`src/rtl/hazard_sequencer.sv`:
```
`default_nettype none
// ============================================================================
// Module   : hazard_sequencer
// Brief    : Pipeline sequencer for the 5-stage CPU: stall/flush/boot/drain.
// Revision : 1.0 - initial release
// ============================================================================
module hazard_sequencer #(
    parameter int BOOT_CYCLES  = 2,
    parameter int DRAIN_CYCLES = 4,
    parameter int CNT_W        = 16
) (
    input  logic             clk,
    input  logic             startin,
    input  logic             halt_req,
    input  logic [4:0]       ID_rs,
    input  logic [4:0]       ID_rt,
    input  logic             ID_uses_rt,
    input  logic             EX_mem_read,
    input  logic [4:0]       EX_rt,
    input  logic             MEM_br_taken,
    output logic             pc_write,
    output logic             if_id_write,
    output logic             if_id_flush,
    output logic             id_ex_flush,
    output logic             ex_mem_flush,
    output logic             halted,
    output logic [CNT_W-1:0] stall_count,
    output logic [CNT_W-1:0] flush_count
);

    localparam int BOOT_W  = $clog2(BOOT_CYCLES + 1);
    localparam int DRAIN_W = $clog2(DRAIN_CYCLES + 1);

    typedef enum logic [1:0] {
        ST_BOOT   = 2'd0,
        ST_RUN    = 2'd1,
        ST_DRAIN  = 2'd2,
        ST_HALTED = 2'd3
    } state_t;

    state_t             state_q, state_d;
    logic [BOOT_W-1:0]  boot_cnt_q, boot_cnt_d;
    logic [DRAIN_W-1:0] drain_cnt_q, drain_cnt_d;
    logic [CNT_W-1:0]   stall_count_q, stall_count_d;
    logic [CNT_W-1:0]   flush_count_q, flush_count_d;
    logic               halted_q, halted_d;
    logic               w_lu, w_br, w_stall_inc, w_flush_inc;

    // A load into r0 never creates a real dependency.
    assign w_lu = EX_mem_read && (EX_rt != 5'd0) &&
                  ((EX_rt == ID_rs) || (ID_uses_rt && (EX_rt == ID_rt)));
    assign w_br = MEM_br_taken;

    always_comb begin
        state_d      = state_q;
        boot_cnt_d   = boot_cnt_q;
        drain_cnt_d  = drain_cnt_q;
        w_stall_inc  = 1'b0;
        w_flush_inc  = 1'b0;
        pc_write     = 1'b0;
        if_id_write  = 1'b0;
        if_id_flush  = 1'b1;
        id_ex_flush  = 1'b1;
        ex_mem_flush = 1'b1;

        case (state_q)
            ST_BOOT: begin
                boot_cnt_d = boot_cnt_q + BOOT_W'(1);
                if (boot_cnt_q == BOOT_W'(BOOT_CYCLES - 1)) begin
                    state_d = ST_RUN;
                end
            end
            ST_RUN: begin
                pc_write     = 1'b1;
                if_id_write  = 1'b1;
                if_id_flush  = 1'b0;
                id_ex_flush  = 1'b0;
                ex_mem_flush = 1'b0;
                if (w_br) begin
                    if_id_flush  = 1'b1;
                    id_ex_flush  = 1'b1;
                    ex_mem_flush = 1'b1;
                    w_flush_inc  = 1'b1;
                end else if (w_lu) begin
                    pc_write    = 1'b0;
                    if_id_write = 1'b0;
                    id_ex_flush = 1'b1;
                    w_stall_inc = 1'b1;
                end
                if (halt_req) begin
                    state_d     = ST_DRAIN;
                    drain_cnt_d = '0;
                end
            end
            ST_DRAIN: begin
                if_id_write  = 1'b1;
                id_ex_flush  = 1'b0;
                ex_mem_flush = 1'b0;
                if (w_br) begin
                    // Redirect PC now so a later resume starts at the branch target.
                    pc_write     = 1'b1;
                    id_ex_flush  = 1'b1;
                    ex_mem_flush = 1'b1;
                    w_flush_inc  = 1'b1;
                end else if (w_lu) begin
                    if_id_write = 1'b0;
                    if_id_flush = 1'b0;
                    id_ex_flush = 1'b1;
                    w_stall_inc = 1'b1;
                end else begin
                    drain_cnt_d = drain_cnt_q + DRAIN_W'(1);
                    if (drain_cnt_q == DRAIN_W'(DRAIN_CYCLES - 1)) begin
                        state_d = ST_HALTED;
                    end
                end
                if (!halt_req) begin
                    state_d = ST_RUN;
                end
            end
            ST_HALTED: begin
                if (!halt_req) begin
                    state_d = ST_RUN;
                end
            end
            default: state_d = ST_BOOT;
        endcase

        stall_count_d = (w_stall_inc && (stall_count_q != {CNT_W{1'b1}}))
                        ? stall_count_q + CNT_W'(1) : stall_count_q;
        flush_count_d = (w_flush_inc && (flush_count_q != {CNT_W{1'b1}}))
                        ? flush_count_q + CNT_W'(1) : flush_count_q;
        halted_d      = (state_d == ST_HALTED);
    end

    always_ff @(posedge clk or negedge startin) begin
        if (!startin) begin
            state_q       <= ST_BOOT;
            boot_cnt_q    <= '0;
            drain_cnt_q   <= '0;
            stall_count_q <= '0;
            flush_count_q <= '0;
            halted_q      <= 1'b0;
        end else begin
            state_q       <= state_d;
            boot_cnt_q    <= boot_cnt_d;
            drain_cnt_q   <= drain_cnt_d;
            stall_count_q <= stall_count_d;
            flush_count_q <= flush_count_d;
            halted_q      <= halted_d;
        end
    end

    assign halted      = halted_q;
    assign stall_count = stall_count_q;
    assign flush_count = flush_count_q;

endmodule
`default_nettype wire

```
`config.mk`:
```
export PLATFORM = sky130hd
export DESIGN_NAME = hazard_sequencer
export DESIGN_NICKNAME = d
export VERILOG_FILES = /design/src/rtl/hazard_sequencer.sv
export SDC_FILE = /design/constraint.sdc
export NUM_CORES = 1
export LEC_CHECK = 0
export CAP_MARGIN = 40
export CORE_MARGIN = 4
export CORE_UTILIZATION = 35
export CTS_CLUSTER_SIZE = 20
export DETAILED_ROUTE_END_ITERATION = 16
export GPL_ROUTABILITY_DRIVEN = 0
export HOLD_SLACK_MARGIN = 0.15
export PLACE_DENSITY = 0.66
export SETUP_SLACK_MARGIN = 0.5
export SYNTH_ARGS = -nofsm -noshare
export SYNTH_HDL_FRONTEND = slang
export SYNTH_SLANG_ARGS = --single-unit
```
`constraint.sdc`:
```
create_clock -name clk -period 2.4 [get_ports clk]
set_clock_uncertainty 0.15 [all_clocks]
set_input_delay 0.48 -clock clk [delete_from_list [all_inputs] [get_ports clk]]
set_output_delay 0.48 -clock clk [all_outputs]
set_load 0.01 [all_outputs]
```
==> results.ini, run 1 <==
[route]
postRouteAntennaNets = 0
routed_via_density = 4.87
via_count = 2008
wl_per_cell_um = 15.0
wl_um = 6180
drt-pass1-iter-count = 4
dr.first_iter.drc_count = 43
drc_errors = 0

[clocking]
h-tree-depth = 2
clock_path_buffers = 2
clk_pin_slew_worst_paths_ps = 80
root_buffer = clkbuf_8
clock_sinks = 40
cts_tree = yes
numCtsBuffers = 5
clock_latency_ps = 300

[floorplanning]
rows = 28
ios = 59
core_area_mm2 = 0.00599
initial_utilization_pct = 36.4
die_w_um = 87.0
die_y_um = 87.0
dieArea_mm2 = 0.00756

[critical_path]
cp_slowest_cell = or4_4
critPathArrivalTime_ps = 1880
reg2reg_depth = 11
rr_startpoint = state_q[1]
r2r_slack_ps = 190
cp.buffers_inverters = 2
critPathRequiredTime_ps = 1770
critPathMaxStageDelay_ps = 510
reg2reg_to = stall_count[5]
crit_cells = 7
path_delay_family = simple AND/OR/NAND/NOR gates
critPathMaxFanout = 5
endpoint_kind = output port
path_class = in -> out
crit_chain = buf_6, or4_4, o21a_1, and2_4, nand2b_4, a21boi_2, buf_2
cp-start-kind = primary input

[power]
power_leakage_nw = 2.07
p_sw_share_pct = 35.7
switching_power_w = 0.00109
p_seq_share_pct = 29.3
peakVddDrop_mv = 0.693
p_total_w = 0.00306
powerDensity_mw_per_mm2 = 781
cellInternalPower_w = 0.00197
p_comb_share_pct = 55.3
p_clk_share_pct = 15.4

[final_layout]
seq_area_mm2 = 0.00100
fill_cells = 451
final_common_cell = dfrtp_1
drive_gt1_share_pct = 41.8
multiInputGateArea_mm2 = 0.00156
nets = 367
diodes = 0
area_growth_syn_to_layout_pct = 79.5
layout_common_cells = 39 x dfrtp_1, 38 x buf_4, 23 x dlygate4sd2_1

[synth]
avgSynthCellArea_um2 = 10.1
ys_seq_elements = 40
synth_largest_area_cell = dfrtp_1
synth_area_leaders = dfrtp_1 46%, xnor2_1 10%, xor2_1 6.4%
syn_nets = 246
synth_top_area_share_pct = 45.9
netlist_area_mm2 = 0.00218
synth-edff-count = 0
async_flop_share_pct = 100
ys_warn_count = 0
ys_seq_area_share_pct = 45.9
synth_flop_cell = dfrtp_1
postSynthCellCount = 215
yosysUniqueCellTypes = 37

[run_status]
outcome = finished, violations left
violations = setup timing

[grt]
grt_usage_pct = 16.4
grt_max_degree = 41
grt_pass1_vias = 2110
antenna_found_initial = 0
grt_pass1_wl_um = 9850
grt.overflow.total = 0

[timing]
drv_slew = 0
fin_crit_ps = 2510
rsz0062_at_grt = yes
maxSlewHeadroom_pct = 65.9
worst_slack_ps = -112
setup_viol = 3
fmaxAchievable_ghz = 0.398
worstMarginPinSlew_ps = 512
finalHoldWorstSlack_ps = 331
hold_viol = 0
period_share_pct = 105

[worst_hold_path]
hp-class = reg -> reg
hold_start = boot_cnt_q[0]
whs_endpoint = boot_cnt_q[0]
hold_path_depth = 1

[run]
maxCapViolCount = 0

[placement]
port_buffers = 58
dp.final_hpwl_um = 3710

-- through the flow --
step                area [um^2]  setup WS (ps)  setup TNS, ps  cells  utilization, %
floorplan                  2240           13.5              0    215               -
global placement           3030           -846          -5230    363            50.5
detailed placement         3030           -844          -5430    363            50.5
CTS                        3640          -91.6           -180    406            60.8
global route               3920           -148           -330    412            65.4
finish                     3920           -112           -207    412            65.4
-- worst max path at each step --
stage	startpoint	endpoint
floorplan	EX_rt[1]	pc_write
global route	EX_rt[1]	pc_write
detailed placement	EX_rt[3]	pc_write
finish	EX_rt[1]	pc_write
CTS	EX_rt[2]	pc_write
global placement	EX_rt[3]	pc_write
-- cells in the mapped netlist (2+ instances only) --
library cell,instances
nor2b_1,3
o22ai_1,2
a21oi_1,3
nor4_1,4
mux2_2,2
xnor2_1,25
nand3_1,21
xor2_1,16
dfrtp_1,40
and3_1,5
nand4_1,7
nand2b_1,2
nand2_1,11
inv_1,15
or4_1,2
nor2_1,10
ha_1,10
nor3_1,6
a21boi_0,2
clkbuf_1,2
o21a_1,3
a32o_1,2
o21ai_0,8
-- power by group through the flow --
stage / clock network (W) / registers, W / logic, W
after floorplan: 0 / 0.000929 / 0.000612
after global placement: 0 / 0.000915 / 0.00111
after detailed placement: 0 / 0.000917 / 0.00113
after CTS: 0.000487 / 0.000887 / 0.00147
after global routing: 0.000510 / 0.000915 / 0.00183
final: 0.000471 / 0.000897 / 0.00169
-- registers in the layout, indices dropped and copies added, names as in the netlist --
register and count:
boot_cnt_q 2, stall_count 16, drain_cnt_q 3, halted 1, state_q 2, flush_count 16
-- worst reg2reg max path: stages (launching register included) --
cell and delay (ps):
dfrtp_1 390, buf_6 120, inv_6 40, ha_4 270, nor2b_4 160, buf_6 120, o41a_1 220, nand3_4 120
buf_12 150, buf_16 140, nor2_4 80, xor2_1 160
-- kinds of logic (layout without fill, tap and decap cells) --
| group | after synthesis | after routing | synth area share, % |
|---|---|---|---|
| AO/OA/AOI/OAI | 26 | 26 | 8.49 |
| AND/OR/NAND/NOR | 77 | 77 | 18.7 |
| flip-flops | 40 | 40 | 45.9 |
| multiplexers | 3 | 3 | 1.49 |
| XOR/XNOR | 41 | 41 | 16.5 |
| adder cells (fa/ha/maj) | 10 | 10 | 5.73 |
| buffers and inverters | 18 | 140 | 3.27 |
-- area by class of cell --
cell class | instances | area share, %
timing repair buffer | 117 | 28.2
sequential | 40 | 25.6
multi-input combinational | 157 | 39.8
tap | 75 | 2.40
inverter | 15 | 1.63
clock buffer | 7 | 2.20
clock inverter | 1 | 0.192
-- layer usage --
metal / global-route usage, % / wire, um / vias up
met3: 3.22 / 178 / 10
met5: 0 / 0 / -
met4: 6.66 / 127 / 0
met2: 27.4 / 3230 / 38
met1: 20.8 / 2650 / 968
li1: - / - / 992
-- repair_timing --
item,CTS,global route
hold buffers,1,0
endpoints found under the hold margin,40,0
pin swaps,34,35
gates resized for setup,128,51
buffers inserted,33,6
setup endpoints to repair,57,49
cloned,1,0
No activity file was read; power rests on OpenSTA's default activity.
==> run 2: changes to the inputs <==
- PLACE_DENSITY: 0.66 -> 0.65
==> results.ini, run 2 (synthesis results as in run 1) <==
[floorplanning]
core_area_mm2 = 0.00599  ; unchanged
dieArea_mm2 = 0.00756  ; unchanged
rows = 28  ; unchanged
ios = 59  ; unchanged
die_y_um = 87.0  ; unchanged
initial_utilization_pct = 36.4  ; unchanged
die_w_um = 87.0  ; unchanged

[timing]
worstMarginPinSlew_ps = 515  ; was 512 ps
drv_slew = 0  ; unchanged
hold_viol = 0  ; unchanged
worst_slack_ps = -149  ; was -112 ps
rsz0062_at_grt = yes  ; unchanged
period_share_pct = 106  ; was 105%
fin_setup_tns_ps = -552  ; was -207 ps
fin_crit_ps = 2550  ; was 2510 ps
setup_viol = 6  ; was 3
maxSlewHeadroom_pct = 65.3  ; was 65.9%
fmaxAchievable_ghz = 0.392  ; was 0.398 GHz

[route]
dr.first_iter.drc_count = 50  ; was 43
via_count = 2129  ; was 2008
routed_via_density = 5.03  ; was 4.87
wl_um = 6950  ; was 6180 um
drt-pass1-iter-count = 4  ; unchanged
wl_per_cell_um = 16.4  ; was 15.0 um
postRouteAntennaNets = 0  ; unchanged
drc_errors = 0  ; unchanged

[clocking]
h-tree-depth = 2  ; unchanged
clock_sinks = 40  ; unchanged
numCtsBuffers = 5  ; unchanged
cts_tree = yes  ; unchanged
root_buffer = clkbuf_8  ; unchanged
clk_pin_slew_worst_paths_ps = 70  ; was 80 ps
clock_latency_ps = 290  ; was 300 ps
clock_path_buffers = 2  ; unchanged

[critical_path]
cp.buffers_inverters = 2  ; unchanged
cp-start-kind = primary input  ; unchanged
path_delay_family = simple AND/OR/NAND/NOR gates  ; unchanged
critPathArrivalTime_ps = 1920  ; was 1880 ps
critPathMaxFanout = 5  ; unchanged
critPathRequiredTime_ps = 1770  ; about the same
endpoint_kind = output port  ; unchanged
critPathMaxStageDelay_ps = 520  ; was 510 ps
path_class = in -> out  ; unchanged
crit_chain = buf_6, or4_4, o21a_1, and2_4, nand2b_4, a21boi_2, buf_2  ; unchanged
cp_slowest_cell = or4_4  ; unchanged

[run_status]
violations = setup timing  ; unchanged
outcome = finished, violations left  ; unchanged

[final_layout]
fin_area_mm2 = 0.00408  ; was 0.00392 mm^2
fill_cells = 432  ; was 451
nets = 378  ; was 367
post-route-util_pct = 68.2  ; was 65.4%
layout_common_cells = 42 x buf_4, 35 x dfrtp_1, 29 x buf_6  ; was 39 x dfrtp_1, 38 x buf_4, 23 x dlygate4sd2_1
area_growth_syn_to_layout_pct = 87.2  ; was 79.5%
drive_gt1_share_pct = 46.3  ; was 41.8%
multiInputGateArea_mm2 = 0.00158  ; was 0.00156 mm^2
final_common_cell = buf_4  ; was dfrtp_1
diodes = 0  ; unchanged
seq_area_mm2 = 0.00101  ; was 0.00100 mm^2

[power]
peakVddDrop_mv = 0.499  ; was 0.693 mV
power_leakage_nw = 2.14  ; was 2.07 nW
p_total_w = 0.00304  ; was 0.00306 W
powerDensity_mw_per_mm2 = 745  ; was 781 mW/mm^2

[grt]
grt.overflow.total = 0  ; unchanged
grt_pass1_wl_um = 10200  ; was 9850 um
antenna_found_initial = 0  ; unchanged
grt_usage_pct = 16.9  ; was 16.4%
grt_max_degree = 21  ; was 41
grt_pass1_vias = 2151  ; was 2110

[placement]
dp.final_hpwl_um = 3890  ; was 3710 um
placed_cell_area_mm2 = 0.00305  ; was 0.00303 mm^2
port_buffers = 58  ; unchanged

[worst_hold_path]
hp-class = reg -> reg  ; unchanged

[run]
maxCapViolCount = 0  ; unchanged

[run 2: where the power goes]
part | total (W) | internal (W) | switching [W]
registers | 0.000919 | 0.000801 | 0.000118
logic | 0.00166 | 0.000912 | 0.000751
clock network | 0.000460 | 0.000235 | 0.000225
[run 2: path summary, 6_finish.rpt]
check                                   start               to  slack (ps)  cells after the start
worst max-delay path                 EX_rt[4]         pc_write        -150                      7
worst min-delay path            boot_cnt_q[0]    boot_cnt_q[0]         330                      1
worst max register to register     state_q[1]   stall_count[6]         230                     10
worst min register to register  boot_cnt_q[0]    boot_cnt_q[0]         330                      1
max in group asynchronous             startin   flush_count[7]        1000                      3
min in group asynchronous             startin  stall_count[11]         530                      2
[run 2: layout make-up]
cell class / count / area share (%)
inverters: 15 / 1.56
flip-flops and latches: 40 / 24.7
repair buffers: 128 / 30.5
clock buffers: 8 / 2.21
multi-input cells: 157 / 38.8
well taps: 75 / 2.30
[run 2: routing by layer]
metal | part of all wire (%) | global-route usage, % | vias up | wire (um)
met2 | 55 | 29.6 | 36 | 3840
met3 | 2.0 | 2.55 | 10 | 142
li1 | - | - | 1020 | -
met1 | 41 | 21.5 | 1063 | 2840
met4 | 1.8 | 5.10 | 0 | 122
met5 | 0 | 0 | - | 0
[run 2: timing repair]
action,CTS,global route
setup buffers,30,17
endpoints found under the hold margin,18,0
resized for setup,157,50
gates cloned,1,0
hold buffers,1,0
pin swaps,40,22
setup endpoints to repair,52,50
[run 2: per-stage QoR]
step | cells | hold WS [ps] | worst slack (ps)
2_1_floorplan | 215 | 34.4 | 13.5
3_3_place_gp | 366 | 313 | -834
3_5_place_dp | 366 | 310 | -848
4_1_cts | 406 | 331 | -119
5_1_grt | 423 | 350 | -197
6_report | 423 | 335 | -149
==> RTL edit 1 (config.mk and constraints of run 1) <==
Put one more register stage on the output `stall_count`, cleared by the reset. The value now appears one clock later. The other outputs are not delayed to match.
--- a/src/rtl/hazard_sequencer.sv
+++ b/src/rtl/hazard_sequencer.sv
@@ -151,7 +151,13 @@
     end
 
     assign halted      = halted_q;
-    assign stall_count = stall_count_q;
+    always_ff @(posedge clk or negedge startin) begin
+        if (!startin) begin
+            stall_count <= '0;
+        end else begin
+            stall_count <= stall_count_q;
+        end
+    end
     assign flush_count = flush_count_q;
 
 endmodule
Behaviour: not the same (Yosys sat finds a counterexample within 4 cycles, from zero or initial values).
==> RTL edit 1 against run 1 <==
The flow still finishes with violations (negative setup slack). Design area rose by 14%. Sequential cell count increased by 16. Final cell count is 17% higher. Via count is 15% higher. Routed wire length is 11% higher. Power up 7.5%. Synthesized area rose by 27%. Combinational power fell by 7%. Worst setup slack improved by 93 ps. Largest cell class unchanged. Largest power group unchanged. Highest routed layer unchanged.
==> RTL edit 1: results (changes against run 1) <==
[outcome]
outcome = complete, but fails checks
violations = negative setup slack

[detailed_routing]
vias = 2309  ; +15%
drt_iter0_markers = 53  ; +23%
post_drt_wl_per_cell_um = 14.21  ; -5.3%
routed_wl_um = 6847  ; +11%

[min_path]
min_path_cells = 0  ; -1
hold_start = stall_count_q[14]

[pwr]
leakagePower_nw = 2.143  ; +3.4%
pg_comb_mw = 1.58  ; -7%
irDropWorstVdd_mv = 0.3761  ; -46%
power_frac_seq_pct = 36.0  ; +6.7 points
p_seq_mw = 1.18  ; +32%
p_int_mw = 2.100  ; +6.7%

[yosys]
syn_nets = 282  ; +15%
synth.avg_cell_area_um2 = 11.00  ; +8.4%
synthTopCellsByArea = dfrtp_1 51%, xnor2_1 7.3%, xor2_1 5.4%, ha_1 4.5%, nand2_1 2.9%
ys_seq_area_share_pct = 50.75  ; +4.9 points

[placement]
dpl.cell_count = 429  ; +18%
dp_hpwl_um = 4255  ; +15%
pre_cts_ws_ps = -884.2  ; -40.27 ps

[clocking]
clk_pin_slew_worst_paths_ps = 110  ; +30 ps
post_cts_resized = 92  ; -28%
post_cts_buffers = 24  ; -27%

[critical_path]
cp_slowest_stage_delay_ps = 530  ; +20 ps
reg2reg_to = stall_count_q[1]
reg2regPathDepth = 7  ; -4

[timing]
setup_violations = 1  ; -2
whs_ps = 235.3  ; -95.89 ps
tns_ps = -18.83  ; +188.4 ps
fin_ws_ps = -18.83  ; +93.15 ps
worst_pin_slew_ps = 364.9  ; -147.2 ps

[global_routing]
grt_max_degree = 57  ; +39%
grt_pass1_wl_um = 11120  ; +13%
first_global_vias = 2369  ; +12%
grt_use_total_pct = 14.13  ; -2.3 points

[cells_and_area]
drive_above_1_share_pct = 38.68  ; -3.2 points

RTL edit 1: cells by family after synthesis:
group | share of synthesized area (%)
flip-flops | 50.75
AND/OR/NAND/NOR | 19.62
buffers and inverters | 2.991
multiplexers | 2.447
adder cells (fa/ha/maj) | 4.531
AO/OA/AOI/OAI | 6.978
XOR/XNOR | 12.69
RTL edit 1: layer usage:
layer / track usage (%) / vias to the layer above / wire (um)
li1: - / 1109 / -
met1: 16.73 / 1145 / 2863
met2: 25.90 / 47 / 3674
met3: 2.884 / 8 / 220
met4: 3.672 / 0 / 89
met5: 0 / - / 0
RTL edit 1: layout make-up:
class	count	area [um^2]
clock inverter	3	21.27
fill	624	3218
inverter	16	60.06
multi-input combinational	178	1644
tap	102	127.6
timing repair buffer	122	1144
sequential	56	1404
clock buffer	5	68.82
==> RTL edit 2 (settings of run 1) <==
Made on the original files. `CNT_W`: 16 -> 32.
--- a/src/rtl/hazard_sequencer.sv
+++ b/src/rtl/hazard_sequencer.sv
@@ -7,7 +7,7 @@
 module hazard_sequencer #(
     parameter int BOOT_CYCLES  = 2,
     parameter int DRAIN_CYCLES = 4,
-    parameter int CNT_W        = 16
+    parameter int CNT_W        = 32
 ) (
     input  logic             clk,
     input  logic             startin,
Interface: changed (resized flush_count and stall_count); port bits go from 59 to 91. The function was not compared with the original's and may differ.
==> RTL edit 2 against run 1 <==
The flow still finishes with violations (negative setup slack). Synthesized cell count increased by 73%. Worst setup slack better by 110 ps. Synthesized area up 78%. Hold slack better by 11 ps. Routed wire length is 110% higher. Power is 22% higher. Sequential cell count grew 32. Maximum frequency up 4.5%. Design area up 84%. Via count up 93%. Clock power rose by 79%.
==> RTL edit 2: results (changes against run 1) <==
[min_path]
min_path_cells = 1  ; unchanged
hold_class = reg2reg
hold_end = stall_count[24]
hold_start = stall_count[24]

[timing]
setup_violations = 1  ; -2
whs_ps = 342.7  ; +11.50 ps
worst_pin_slew_ps = 423.0  ; -89.06 ps
fin_ws_ps = -4.441  ; +107.5 ps

[yosys]
async_flop_share_pct = 100.0  ; unchanged
synth_warnings = 0  ; unchanged
ys_top_cells_by_count = 72 x dfrtp_1, 43 x xor2_1, 37 x nand2_1
postSynthCellCount = 371  ; +73%
synth_cell_types = 50  ; +35%
syn_nets = 402  ; +63%
synthTopCellsByArea = dfrtp_1 46%, xor2_1 9.7%, xnor2_1 6.8%, nand2_1 3.6%, ha_1 3.2%
ys_seq_area_share_pct = 46.30  ; +0.43 points
synthFlopType = dfrtp_1

[pwr]
leakagePower_nw = 3.535  ; +71%
irDropWorstVdd_mv = 0.4723  ; -32%

[critical_path]
cp_slowest_stage_delay_ps = 520
reg2reg_to = stall_count[3]
worstReg2RegStart = state_q[1]
rrSetupSlack_ps = 240  ; +50 ps
critPathTopFamily = simple AND/OR/NAND/NOR gates
cp.arrival_ps = 1770  ; -110 ps
crit_slowest_cell = or4_4
critPathMaxFanout = 4  ; -1
reg2regPathDepth = 8  ; -3

[cells_and_area]
nFillCells = 786  ; +74%
num_antenna_cells = 0  ; unchanged
final_cells = 758  ; +84%
final_net_count = 644  ; +75%
drive_above_1_share_pct = 50.32  ; +8.5 points

[placement]
dp_hpwl_um = 7097  ; +91%
io_buffers = 90  ; +55%
dpl.cell_count = 621  ; +71%

[outcome]
violations = negative setup slack
outcome = complete, but fails checks

[detailed_routing]
vias = 3878  ; +93%
drt_iter0_markers = 98  ; +130%
routed_wl_um = 13030  ; +110%
drtPass1Iterations = 4  ; unchanged

[clocking]
cts-buffers-inserted = 9  ; +4
clock_latency_ps = 350  ; +50 ps
cts-root-buf = clkbuf_8
htreeDepth = 3  ; +1
clockBufferDepth = 2  ; unchanged
clk_pin_slew_worst_paths_ps = 70

[global_routing]
first_global_vias = 4094  ; +94%
grt_pass1_wl_um = 20500  ; +110%
grt_use_total_pct = 19.72  ; +3.3 points
grt_max_degree = 73  ; +78%
antenna_found_initial = 0  ; unchanged

==> RTL edit 2: cell types whose count changed after synthesis, sizes merged, moves of 5 or more <==
cell | run 1 | this run
nor3 | 6 | 19
nor3b | 0 | 6
and4 | 1 | 11
xnor2 | 25 | 30
nand2 | 11 | 37
dfrtp | 40 | 72
nand4 | 7 | 15
xor2 | 16 | 43
nor4 | 4 | 12
==> RTL edit 2: area by class of cell <==
cell class | instances | area, um^2 | share of cell area [%]
multi-input combinational | 283 | 2899 | 40.25
timing repair buffer | 236 | 2091 | 29.03
sequential | 72 | 1831 | 25.42
tap | 140 | 175.2 | 2.432
clock buffer | 12 | 135.1 | 1.876
inverter | 11 | 48.80 | 0.6776
clock inverter | 4 | 22.52 | 0.3127
==> RTL edit 2: what timing repair did <==
action	in CTS	in global routing
endpoints found under the hold margin	72	0
gates resized for setup	257	40
hold buffers	1	0
endpoints found under the setup margin	137	75
pin swaps	73	55
gates cloned	3	1
setup buffers	78	38
==> RTL edit 2: kinds of logic (layout without fill, tap and decap cells) <==
| logic type | count (synthesis) | in the layout | share of synthesized area (%) |
|---|---|---|---|
| adders and majority gates | 10 | 10 | 3.215 |
| buffers and inverters | 17 | 263 | 1.769 |
| and+or+nand+nor | 168 | 168 | 26.17 |
| DFF | 72 | 72 | 46.30 |
| AOI/OAI and AO/OA | 27 | 28 | 4.984 |
| xor gates and xnor gates | 73 | 73 | 16.43 |
| muxes | 4 | 4 | 1.125 |
==> RTL edit 2: per-layer routing <==
layer / part of all wire [%] / track usage (%)
met5: 0 / 0
met4: 2.3 / 7.933
met3: 3.0 / 2.706
met2: 54 / 35.62
met1: 41 / 23.65
==> RTL edit 2: how the worst max path moves through the flow <==
stage              from          end  slack (ps)
6_report       EX_rt[1]  if_id_flush          -4
3_5_place_dp   EX_rt[1]  if_id_flush        -800
5_1_grt        EX_rt[1]     pc_write         -50
2_1_floorplan  EX_rt[1]  if_id_flush         180
4_1_cts        EX_rt[1]  if_id_flush         -60
3_3_place_gp   EX_rt[1]  if_id_flush        -710
==> RTL edit 2: power by group <==
part	total (mW)	internal (mW)	leakage (nW)	switching, mW
clock	0.844	0.372	0.0801	0.472
sequential	1.42	1.32	0.938	0.101
combinational	1.48	0.815	2.52	0.661
==> RTL edit 2: stage by stage <==
step                TNS, ps  utilization [%]  setup slack (ps)  area [um^2]
floorplan                 0                -             176.0         4076
CTS                  -82.44            61.82            -64.93         6701
finish               -4.441            66.44            -4.441         7202
detailed placement   -13900            49.15            -800.1         5328
global placement     -11580            49.15            -709.8         5328
global route         -86.65            66.44            -45.88         7202
